--- src/rtl/mem_arb_pkg.sv ---
// mem_arb_pkg
// Shared definitions for the data-memory arbiter: controller state encoding,
// requester port ids and the default response timeout.
// No ports; imported by mem_arb_if users, mem_arb_pick and mem_arbiter.
package mem_arb_pkg;

    typedef enum logic [1:0] {
        IDLE  = 2'd0,
        ISSUE = 2'd1,
        WAIT  = 2'd2,
        RESP  = 2'd3
    } arb_state_t;

    // Port ids double as bit positions in the two-bit request/grant vectors.
    localparam logic PORT_IF = 1'b0;
    localparam logic PORT_D  = 1'b1;

    localparam int DEFAULT_TIMEOUT = 15;

endpackage

--- src/rtl/mem_arb_if.sv ---
// mem_arb_if
// Bundles the two requester handshakes (instruction fetch and load/store),
// the memory command/response bus and the busy flag.
//   if_*  : IF read requester (req/addr in, gnt/rvalid/rdata/err out)
//   d_*   : load/store requester (req/we/addr/wdata in, gnt/rvalid/rdata/err out)
//   mem_* : single-port memory (read/write/addr/wdata out, rdata/ready in)
//   busy  : arbiter is in the middle of a transaction
// Modports:
//   master : the arbiter itself
//   slave  : the surrounding requesters and memory
interface mem_arb_if #(
    parameter int DW = 32,
    parameter int AW = 32
);

    logic          if_req;
    logic [AW-1:0] if_addr;
    logic          if_gnt;
    logic          if_rvalid;
    logic [DW-1:0] if_rdata;
    logic          if_err;

    logic          d_req;
    logic          d_we;
    logic [AW-1:0] d_addr;
    logic [DW-1:0] d_wdata;
    logic          d_gnt;
    logic          d_rvalid;
    logic [DW-1:0] d_rdata;
    logic          d_err;

    logic          mem_read;
    logic          mem_write;
    logic [AW-1:0] mem_addr;
    logic [DW-1:0] mem_wdata;
    logic [DW-1:0] mem_rdata;
    logic          mem_ready;

    logic          busy;

    modport master (
        input  if_req, if_addr,
        output if_gnt, if_rvalid, if_rdata, if_err,
        input  d_req, d_we, d_addr, d_wdata,
        output d_gnt, d_rvalid, d_rdata, d_err,
        output mem_read, mem_write, mem_addr, mem_wdata,
        input  mem_rdata, mem_ready,
        output busy
    );

    modport slave (
        output if_req, if_addr,
        input  if_gnt, if_rvalid, if_rdata, if_err,
        output d_req, d_we, d_addr, d_wdata,
        input  d_gnt, d_rvalid, d_rdata, d_err,
        input  mem_read, mem_write, mem_addr, mem_wdata,
        output mem_rdata, mem_ready,
        input  busy
    );

endinterface

--- src/rtl/mem_arb_pick.sv ---
// mem_arb_pick
// Combinational two-way picker.
//   req[1:0]  : request vector, indexed by PORT_IF / PORT_D
//   last      : port granted most recently
//   prio_mode : 1 = D port has fixed priority, 0 = round-robin on ties
//   gnt[1:0]  : one-hot winner (all zero when nobody requests)
module mem_arb_pick
    import mem_arb_pkg::*;
(
    input  logic [1:0] req,
    input  logic       last,
    input  logic       prio_mode,
    output logic [1:0] gnt
);

    // D wins when it is alone, when it has fixed priority, or when IF was
    // the last port served; otherwise IF takes whatever is left.
    always_comb begin
        gnt = 2'b00;
        if (req[PORT_D] && (prio_mode || !req[PORT_IF] || last == PORT_IF)) begin
            gnt[PORT_D] = 1'b1;
        end else if (req[PORT_IF]) begin
            gnt[PORT_IF] = 1'b1;
        end
    end

endmodule

--- src/rtl/mem_arbiter.sv ---
// mem_arbiter
// Shares one single-port data memory between the instruction-fetch port and
// the load/store port. One transaction at a time: grant in IDLE, a one-cycle
// command in ISSUE, wait for mem_ready (or time out) in WAIT, and a one-cycle
// response strobe to the winner in RESP.
//   clk : clock, rising edge
//   rst : synchronous active-high reset, drops any transaction in flight
//   bus : mem_arb_if master view (requesters, memory bus, busy)
// Parameters: DW/AW data and address widths, TIMEOUT wait cycles before an
// error response (1..255), D_PRIO 1 = D fixed priority, 0 = round-robin.
module mem_arbiter
    import mem_arb_pkg::*;
#(
    parameter int DW      = 32,
    parameter int AW      = 32,
    parameter int TIMEOUT = DEFAULT_TIMEOUT,
    parameter int D_PRIO  = 1
) (
    input  logic      clk,
    input  logic      rst,
    mem_arb_if.master bus
);

    localparam logic [7:0] TIMEOUT_CNT = 8'(TIMEOUT);

    arb_state_t    state;
    logic          last;
    logic          lat_port;
    logic          lat_we;
    logic [7:0]    cnt;
    logic          mem_read_q;
    logic          mem_write_q;
    logic [AW-1:0] mem_addr_q;
    logic [DW-1:0] mem_wdata_q;
    logic [DW-1:0] resp_rdata;
    logic          resp_err;
    logic          if_rvalid_q;
    logic          d_rvalid_q;
    logic [1:0]    pick_gnt;
    logic [1:0]    grant;
    logic          sel_d;
    logic          sel_we;

    mem_arb_pick u_pick (
        .req       ({bus.d_req, bus.if_req}),
        .last      (last),
        .prio_mode (D_PRIO != 0),
        .gnt       (pick_gnt)
    );

    // Grants are combinational but only exist in IDLE and never while reset
    // is held, so every output reads 0 during reset.
    assign grant  = (state == IDLE && !rst) ? pick_gnt : 2'b00;
    assign sel_d  = grant[PORT_D];
    assign sel_we = sel_d & bus.d_we;

    // The memory command registers double as the payload latch: they are
    // loaded on the grant, so the command appears exactly in the ISSUE cycle.
    always_ff @(posedge clk) begin
        if (rst) begin
            state       <= IDLE;
            last        <= PORT_D;
            lat_port    <= PORT_IF;
            lat_we      <= 1'b0;
            cnt         <= '0;
            mem_read_q  <= 1'b0;
            mem_write_q <= 1'b0;
            mem_addr_q  <= '0;
            mem_wdata_q <= '0;
            resp_rdata  <= '0;
            resp_err    <= 1'b0;
            if_rvalid_q <= 1'b0;
            d_rvalid_q  <= 1'b0;
        end else begin
            case (state)
                IDLE: begin
                    if (grant != 2'b00) begin
                        lat_port    <= sel_d;
                        last        <= sel_d;
                        lat_we      <= sel_we;
                        mem_read_q  <= !sel_we;
                        mem_write_q <= sel_we;
                        mem_addr_q  <= sel_d ? bus.d_addr : bus.if_addr;
                        mem_wdata_q <= sel_we ? bus.d_wdata : '0;
                        state       <= ISSUE;
                    end
                end
                ISSUE: begin
                    mem_read_q  <= 1'b0;
                    mem_write_q <= 1'b0;
                    cnt         <= '0;
                    state       <= WAIT;
                end
                WAIT: begin
                    if (bus.mem_ready) begin
                        resp_rdata  <= lat_we ? '0 : bus.mem_rdata;
                        resp_err    <= 1'b0;
                        if_rvalid_q <= (lat_port == PORT_IF);
                        d_rvalid_q  <= (lat_port == PORT_D);
                        state       <= RESP;
                    end else begin
                        cnt <= cnt + 8'd1;
                        if (cnt + 8'd1 == TIMEOUT_CNT) begin
                            resp_rdata  <= '0;
                            resp_err    <= 1'b1;
                            if_rvalid_q <= (lat_port == PORT_IF);
                            d_rvalid_q  <= (lat_port == PORT_D);
                            state       <= RESP;
                        end
                    end
                end
                RESP: begin
                    if_rvalid_q <= 1'b0;
                    d_rvalid_q  <= 1'b0;
                    resp_rdata  <= '0;
                    resp_err    <= 1'b0;
                    state       <= IDLE;
                end
                default: state <= IDLE;
            endcase
        end
    end

    assign bus.if_gnt    = grant[PORT_IF];
    assign bus.d_gnt     = grant[PORT_D];
    assign bus.if_rvalid = if_rvalid_q;
    assign bus.d_rvalid  = d_rvalid_q;
    assign bus.if_rdata  = resp_rdata;
    assign bus.d_rdata   = resp_rdata;
    assign bus.if_err    = resp_err;
    assign bus.d_err     = resp_err;
    assign bus.mem_read  = mem_read_q;
    assign bus.mem_write = mem_write_q;
    assign bus.mem_addr  = mem_addr_q;
    assign bus.mem_wdata = mem_wdata_q;
    assign bus.busy      = (state != IDLE);

endmodule

--- src/flat_wrapper.sv ---
// flat-port wrapper written by rule: the top's interface ports become plain ports
module mem_arbiter_flat import mem_arb_pkg::*;
#(
    parameter int DW      = 32,
    parameter int AW      = 32,
    parameter int TIMEOUT = DEFAULT_TIMEOUT,
    parameter int D_PRIO  = 1
)
  (clk, rst, bus_if_req, bus_if_addr, bus_if_gnt, bus_if_rvalid, bus_if_rdata, bus_if_err, bus_d_req, bus_d_we, bus_d_addr, bus_d_wdata, bus_d_gnt, bus_d_rvalid, bus_d_rdata, bus_d_err, bus_mem_read, bus_mem_write, bus_mem_addr, bus_mem_wdata, bus_mem_rdata, bus_mem_ready, bus_busy);
  mem_arb_if #(.DW(DW), .AW(AW)) bus_i ();
  input  logic clk;
  input  logic rst;
  input wire logic [$bits(bus_i.if_req)-1:0] bus_if_req;
  input wire logic [$bits(bus_i.if_addr)-1:0] bus_if_addr;
  output wire logic [$bits(bus_i.if_gnt)-1:0] bus_if_gnt;
  output wire logic [$bits(bus_i.if_rvalid)-1:0] bus_if_rvalid;
  output wire logic [$bits(bus_i.if_rdata)-1:0] bus_if_rdata;
  output wire logic [$bits(bus_i.if_err)-1:0] bus_if_err;
  input wire logic [$bits(bus_i.d_req)-1:0] bus_d_req;
  input wire logic [$bits(bus_i.d_we)-1:0] bus_d_we;
  input wire logic [$bits(bus_i.d_addr)-1:0] bus_d_addr;
  input wire logic [$bits(bus_i.d_wdata)-1:0] bus_d_wdata;
  output wire logic [$bits(bus_i.d_gnt)-1:0] bus_d_gnt;
  output wire logic [$bits(bus_i.d_rvalid)-1:0] bus_d_rvalid;
  output wire logic [$bits(bus_i.d_rdata)-1:0] bus_d_rdata;
  output wire logic [$bits(bus_i.d_err)-1:0] bus_d_err;
  output wire logic [$bits(bus_i.mem_read)-1:0] bus_mem_read;
  output wire logic [$bits(bus_i.mem_write)-1:0] bus_mem_write;
  output wire logic [$bits(bus_i.mem_addr)-1:0] bus_mem_addr;
  output wire logic [$bits(bus_i.mem_wdata)-1:0] bus_mem_wdata;
  input wire logic [$bits(bus_i.mem_rdata)-1:0] bus_mem_rdata;
  input wire logic [$bits(bus_i.mem_ready)-1:0] bus_mem_ready;
  output wire logic [$bits(bus_i.busy)-1:0] bus_busy;
  assign bus_i.if_req = bus_if_req;
  assign bus_i.if_addr = bus_if_addr;
  assign bus_if_gnt = bus_i.if_gnt;
  assign bus_if_rvalid = bus_i.if_rvalid;
  assign bus_if_rdata = bus_i.if_rdata;
  assign bus_if_err = bus_i.if_err;
  assign bus_i.d_req = bus_d_req;
  assign bus_i.d_we = bus_d_we;
  assign bus_i.d_addr = bus_d_addr;
  assign bus_i.d_wdata = bus_d_wdata;
  assign bus_d_gnt = bus_i.d_gnt;
  assign bus_d_rvalid = bus_i.d_rvalid;
  assign bus_d_rdata = bus_i.d_rdata;
  assign bus_d_err = bus_i.d_err;
  assign bus_mem_read = bus_i.mem_read;
  assign bus_mem_write = bus_i.mem_write;
  assign bus_mem_addr = bus_i.mem_addr;
  assign bus_mem_wdata = bus_i.mem_wdata;
  assign bus_i.mem_rdata = bus_mem_rdata;
  assign bus_i.mem_ready = bus_mem_ready;
  assign bus_busy = bus_i.busy;
  mem_arbiter #(.DW(DW), .AW(AW), .TIMEOUT(TIMEOUT), .D_PRIO(D_PRIO)) u_core (.clk(clk), .rst(rst), .bus(bus_i));
endmodule
--- config.mk ---
export PLATFORM = sky130hd
export DESIGN_NAME = mem_arbiter_flat
export DESIGN_NICKNAME = d
export VERILOG_FILES = /design/src/rtl/mem_arb_pkg.sv /design/src/rtl/mem_arb_if.sv /design/src/rtl/mem_arb_pick.sv /design/src/rtl/mem_arbiter.sv /design/src/flat_wrapper.sv
export SDC_FILE = /design/constraint.sdc
export NUM_CORES = 1
export LEC_CHECK = 0
export ABC_AREA = 1
export ABC_CLOCK_PERIOD_IN_PS = 1550
export CORE_MARGIN = 2
export CORE_UTILIZATION = 36
export DETAILED_ROUTE_END_ITERATION = 6
export PLACE_DENSITY = 0.77
export RECOVER_POWER = 50
export SETUP_SLACK_MARGIN = 0.15
export SYNTH_ARGS = -nofsm -noshare
export SYNTH_HDL_FRONTEND = slang
export SYNTH_HIERARCHICAL = 1
export SYNTH_SLANG_ARGS = --single-unit
--- constraint.sdc ---
create_clock -name clk -period 1.55 [get_ports clk]
set_clock_uncertainty 0.05 [all_clocks]
set_input_delay 0.31 -clock clk [delete_from_list [all_inputs] [get_ports clk]]
set_output_delay 0.31 -clock clk [all_outputs]
set_load 0.005 [all_outputs]
==> results.md, run 1 <==
* Status: complete, but fails checks
* Failing checks: setup timing
* Crit path max-delay family: buffers and inverters
* Largest net degree at the start of global routing at 35
* Total CTS buffers at 17
* Post-synth EDFFs at 0
* Clock transition at path regs at around 0.05 ns
* WP depth at 8
* Critical Path RT at 1.19 ns
* Critical Path Most Common Cell: inv_4
* Most common library cells after synthesis: 232 x nand2_1, 114 x dfxtp_1, 73 x a21oi_1
* Post-route DRC at 0
* Final WL at 18880 µm
* Die area at between 15000 and 20000 µm²
* Sw frac at between 30% and 40%
* Row count at 44
* DR top layer: met4
* Final ANT Viol Nets at 0
* Buffers & Inverters on Critical Path at 5
* Comb pwr share at 45.3%
* Setup ws final at -0.2532 ns
* Cell internal pwr at 0.009515 W
* CP max FO at 2
* Setup violators final at 108
* Sw power at around 0.0048 W
* Ys async rst share at 0%
* Vias in the first global route at about 5600
* Hold path depth at 3
* R2r worst-path depth at 12
* Critical R2R Launch: u_core/state[0]
* Post-synth top area share at a little over two fifths
* Register area share after synthesis at between 40% and 50%
* WS Path Type: flip-flop to primary output
* Leakage at 4.484 nW
* Most common cell in the netlist: nand2_1
* Via count at around 6000
* Post-synth top flop: dfxtp_1
* RSZ-0062 raised after global routing: yes
* # H-tree levels at 4
* Power per standard cell area at ~1400 nW/µm²
* Drt wl/cell at ~16 µm
* Initial DRC Count at 215
* Clock tree buffer depth at 2
* CP Launch Type: flip-flop
* Critical path endpoint: bus_if_gnt
* Clock power frac at roughly a quarter
* Worst setup startpoint: u_core/state[0]
* Register bit count reported by yosys at 114
* Die Wd at 124.4 µm
* Crit path max-delay cell type: dfxtp_2
* Layout cells sized above 1 at a little under a third
* Port bufs at between 200 and 300
* # clock sinks at 114
* Area contributors post-synth: dfxtp_1 44%, nand2_1 17%, a21oi_1 7.0%
* Slew Limit Fails at 0
* Io pins at 271
* Initial core utilization at between 30 and 40%
* Area delta synth->final at 93.22%
* GRT overflow at 0
* Register-to-register setup slack at -0.24 ns
* Met1 WL at 7427 µm
* Hold crit path type: input pin to flip-flop
* Gr usage total at a little over a fifth
* Gp weighted congestion at just under 0.8
* Core area at 14370 µm²
* Critical Path End Type: primary output
* Synth Net Count at between 800 and 900
* Met3 wire length at 982 µm
* Worst r2r dst: u_core/bus.mem_addr[4]
* Largest area contributor in the netlist: dfxtp_1
* Tmin final at between 1.5 and 2 ns
* DRT Pass-1 Iters at 4
* Period utilization at 116.3%
* Nets at 1163
* Global-route wire length before repair at about 27000 µm
* Flop pwr share at between 20% and 30%
* Via density at roughly 4.9
* Maximum operating frequency at approximately 550 MHz
* MaxCap Viol Count at 0
* Crit path DAT at between 1 and 1.5 ns
* Clk root buf: clkbuf_16
* Syn Inst Count at 715
* Synth warn at 6
* Dpl hpwl at roughly 11000 µm
* Setup TNS at -18.97 ns
* Peak supply drop at roughly 0.84 mV
* Crit-path cells: inv_4 -> ha_4 -> inv_4 -> nor2_4 -> buf_6 -> nand2_4 -> inv_2 -> buf_2
* Die Ht at approximately 120 µm
* CP max stage delay at ~0.33 ns
* CTS tree: yes
* Avg Cell Area, Syn at approximately 7.3 µm²
* Hold Vio Cnt, Final at 0
* Initial antenna violation count at 1
* Routed wl met2 at 10010 µm
* Setup WS pre-CTS at -0.4301 ns
* Mapped Area at roughly 5200 µm²
* Synth cell types at 31
* Skew-Pair Late Insertion Delay at between 0.4 and 0.5 ns
[cell type report]
| type | instances | area, µm² |
|---|---|---|
| Inverter | 34 | 160.2 |
| Antenna cell | 1 | 2.502 |
| Fill cell | 1106 | 4278 |
| Sequential cell | 114 | 2310 |
| Timing Repair Buffer | 365 | 3816 |
| Clock inverter | 10 | 111.4 |
| Clock buffer | 20 | 456.7 |
| Multi-Input combinational cell | 490 | 3004 |
| Tap cell | 184 | 230.2 |
[registers in the layout, summed over array words and instances, names as in the netlist]
register / count
u_core/bus.d_err: 1
u_core/bus.d_rdata: 32
u_core/bus.d_rvalid: 1
u_core/bus.if_rvalid: 1
u_core/bus.mem_addr: 32
u_core/bus.mem_read: 1
u_core/bus.mem_wdata: 32
u_core/bus.mem_write: 1
u_core/cnt: 8
u_core/last: 1
u_core/lat_port: 1
u_core/lat_we: 1
u_core/state: 2
[power by group through the flow]
stage | combinational, W | clock (W) | sequential [W]
floorplan | 0.00280 | 0 | 0.00407
global placement | 0.00524 | 0 | 0.00406
detailed placement | 0.00530 | 0 | 0.00407
CTS | 0.00554 | 0.00382 | 0.00404
global route | 0.00695 | 0.00398 | 0.00413
finish | 0.00646 | 0.00376 | 0.00405
[layout by cell type (no fill, tap or decap), drive strengths merged, types with 15 or more instances in the layout]
cell type	instances
inv	32
clkbuf	37
o21ai	35
clkdlybuf4s15	15
clkdlybuf4s50	132
a21oi	82
nand3	46
dfxtp	114
dlygate4sd2	104
buf	90
nor2	44
nand2	236
a31oi	32
[worst min-delay path, delay by kind of cell]
kind | cells | cell delay, ns
AO/OA/AOI/OAI | 1 | 0.13
buffers and inverters | 2 | 0.36
[how the worst min path moves through the flow]
| stage | end | slack, ns | from |
|---|---|---|---|
| floorplan | u_core/lat_we | 0.40 | u_core/lat_we |
| global placement | u_core/bus.mem_wdata[4] | 0.40 | u_core/bus.mem_wdata[4] |
| detailed placement | u_core/bus.mem_read | 0.40 | u_core/bus.mem_read |
| CTS | u_core/bus.mem_wdata[17] | 0.33 | rst |
| global route | u_core/bus.mem_wdata[13] | 0.38 | rst |
| finish | u_core/bus.mem_wdata[13] | 0.38 | rst |
[metal layers]
layer	GRT usage, %	up-vias
met5	0	-
met4	9.319	0
met3	5.842	38
met2	36.77	203
met1	24.30	2804
li1	-	2926
[through the flow]
step,area [µm²],utilization [%],power [W],std cells,hold WS (ns)
floorplan,5426,-,0.006870,715,0.4005
CTS,9179,63.88,0.01339,1193,0.3265
detailed placement,8219,57.20,0.009374,1138,0.4047
global placement,8219,57.20,0.009300,1138,0.4008
finish,10090,70.23,0.01428,1218,0.3824
global route,10090,70.23,0.01506,1218,0.3844
[kinds of logic after synthesis]
family	Yosys count	synth area share, %
compound gates	152	16.15
flops	114	43.70
other cells	1	0.07180
fa+ha+maj	7	1.677
simple gates	329	26.59
buf+inv	112	11.81
[what timing repair did]
| action | 4_1_cts | 5_1_grt |
|---|---|---|
| cloned | 6 | 12 |
| hold buffers | 0 | 0 |
| endpoints found under the setup margin | 250 | 142 |
| pin swaps | 16 | 24 |
| gates resized for setup | 233 | 215 |
| buffers inserted | 19 | 12 |
(Power assumes the default switching activity.)
==> run 2: changes to the inputs <==
Settings changed: GPL_ROUTABILITY_DRIVEN set to 0.
==> results of run 2 <==
Same layout as run 1: the final DEF is identical, and so are final timing and power.
==> run 3: changes to the inputs <==
Settings changed: CORE_ASPECT_RATIO set to 0.7.
==> run 3 against run 2 <==
The flow still finishes with violations (setup timing). Power up 6.3%. Clock-buffer cell count grew 1. Routed wire length rose by 14%. Cell count up 0.90%. Combinational power is 7.4% higher. Hold slack lost 0.029 ns. Sequential power is 1% higher. Via count is 2.1% higher. Sequential cell count unchanged. Critical path depth up 4. Critical path type is now flip-flop to flip-flop. Largest power group unchanged. Highest routed layer unchanged.
==> results.md, run 3 (same netlist as run 1, synthesis figures left out) <==
* # H-tree levels at 4
* Maximum operating frequency at around 500 MHz
* Vias in the first global route at around 5900
* DRT Pass-1 Iters at 5
* Critical Path RT at between 1.5 and 2 ns
* Most frequent cells in the layout: 172 x nand2_1, 132 x clkdlybuf4s50_1, 101 x dlygate4sd2_1
* Hold EP: u_core/lat_port
* Leakage at around 4.6 nW
* Slew Limit Fails at 0
* Total CTS buffers at 17
* Post-route cell area at 10670 µm²
* R2r worst-path depth at 12
* Hold WS at 0.3531 ns
* Power per standard cell area at 1422 nW/µm²
* Peak supply drop at about 1 mV
* Initial core utilization at about 37%
* Period utilization at 125.4%
* Nets at about 1200
* Core area at ~14000 µm²
* Final WL at ~22000 µm
* CTS tree: yes
* Crit path max-delay cell type: dfxtp_4
* Via density at approximately 5.0
* Status: complete, but fails checks
* Area delta synth->final at 104.4%
* Io pins at roughly 270
* M2 GR Usage at between 40% and 50%
* Dpl hpwl at 11780 µm
* Met3 usage at under 10%
* CP max stage delay at 0.36 ns
* Critical Path End Type: flip-flop
* Hold Vio Cnt, Final at 0
* Die Wd at 148.0 µm
* Fill cell count at around 1000
* Worst-Margin Slew at 0.8596 ns
* Drt wl/cell at 17.59 µm
* Final ANT Viol Nets at 0
* Global-route wire length before repair at about 30000 µm
* WS Path Type: flip-flop to flip-flop
* Setup TNS at -22.25 ns
* Post-route DRC at 0
* Die Ht at between 100 and 150 µm
* Layout cells sized above 1 at between 30% and 40%
* Setup ws final at -0.3930 ns
* Setup violators final at 113
* CP max FO at 4
* Largest net degree at the start of global routing at 55
* Crit path max-delay family: buffers and inverters
* Setup WS pre-CTS at -0.4913 ns
* Buffers & Inverters on Critical Path at 6
* Most common cell after layout, fill and taps aside: nand2_1
* RSZ-0062 raised after global routing: yes
* HP Start: rst
* Initial DRC Count at a little over 300
* Register-to-register setup slack at -0.39 ns
* Crit-path cells: ha_4 -> nand3_4 -> o21bai_1 -> nand2_1 -> buf_4 -> buf_6 -> buf_6 -> buf_6 -> buf_6 -> buf_6 -> nand2_2 -> a21oi_2
* Crit path DAT at between 2 and 2.5 ns
* Hold crit path type: input pin to flip-flop
* Post-Place Cell Area at ~8300 µm²
* Clk root buf: clkbuf_16
* M1 GR Usage at 29.52%
* Via count at 6099
* GRT overflow at 0
* Row count at 36
* Die area at ~16000 µm²
* CTS Hold Bufs at 0
* Failing checks: setup timing
* CP Launch Type: flip-flop
* Initial antenna violation count at 0
* Tmin final at around 1.9 ns
* Skew-Pair Late Insertion Delay at about 0.40 ns
* Hold path depth at 5
* Port bufs at 270
* # clock sinks at between 100 and 150
* GR peak layer: met2
* MaxCap Viol Count at 0
* Worst r2r dst: u_core/cnt[6]
* Clock tree buffer depth at 2
* Gr usage total at 24.80%
* Critical R2R Launch: u_core/cnt[1]
* Clock transition at path regs at approximately 0.050 ns
* Max transition margin at a little over two fifths
* Critical Path Most Common Cell: buf_6
-- run 3: worst max-delay path by stage --
stage                             endpoint  cells past startpoint  slack, ns          start
finish                       u_core/cnt[6]                     12      -0.39  u_core/cnt[1]
global route                 u_core/cnt[6]                     12      -0.45  u_core/cnt[1]
CTS                 u_core/bus.d_rdata[25]                     11      -0.22  u_core/cnt[1]
detailed placement               bus_d_gnt                      6      -0.49      bus_d_req
global placement                bus_if_gnt                      6      -0.49     bus_if_req
floorplan           u_core/bus.d_rdata[20]                     12      -0.04  u_core/cnt[1]
-- run 3: routing by layer --
metal  vias to the layer above  wire, µm
met1                      2849      8647
met5                         -         0
met3                        33      1473
met4                         0       429
li1                       2941         -
met2                       276     11070
-- run 3: layout make-up --
class / instances / area [µm²] / area share [%]
repair buffers: 369 / 3993 / 37.40
multi-input cells: 490 / 3284 / 30.77
flip-flops and latches: 114 / 2371 / 22.21
clock buffers: 21 / 460.4 / 4.314
well taps: 190 / 237.7 / 2.227
inverters: 34 / 167.7 / 1.571
clock inverters: 10 / 157.7 / 1.477
diodes: 1 / 2.502 / 0.02344
-- run 3: repair_timing --
| item | 4_1_cts | 5_1_grt |
|---|---|---|
| gates cloned | 15 | 4 |
| setup endpoints to repair | 250 | 147 |
| gates resized for setup | 344 | 162 |
| pin swaps | 46 | 27 |
| setup buffers | 29 | 8 |
-- run 3: metrics by stage --
stage,util [%],total power (W),std cells
3_5_place_dp,58.78,0.009425,1141
3_3_place_gp,58.78,0.009347,1141
2_1_floorplan,-,0.006870,715
6_report,75.95,0.01518,1229
4_1_cts,70.49,0.01439,1216
5_1_grt,75.93,0.01594,1228
-- run 3: report_power, final --
group / total (W) / leakage (nW) / internal (W) / switching, W
combinational: 0.00694 / 3.39 / 0.00372 / 0.00323
sequential: 0.00411 / 0.959 / 0.00365 / 0.000459
clock: 0.00413 / 0.295 / 0.00276 / 0.00137
total: 0.0152 / 4.64 / 0.0101 / 0.00506
-- run 3: worst register-to-register path: cells and delay by family (launching register included) --
family                     cells  cell delay, ns
AOI/OAI and AO/OA              2            0.24
and+or+nand+nor                3            0.29
adders and majority gates      1            0.18
DFF                            1            0.36
buffers and inverters          6            0.66
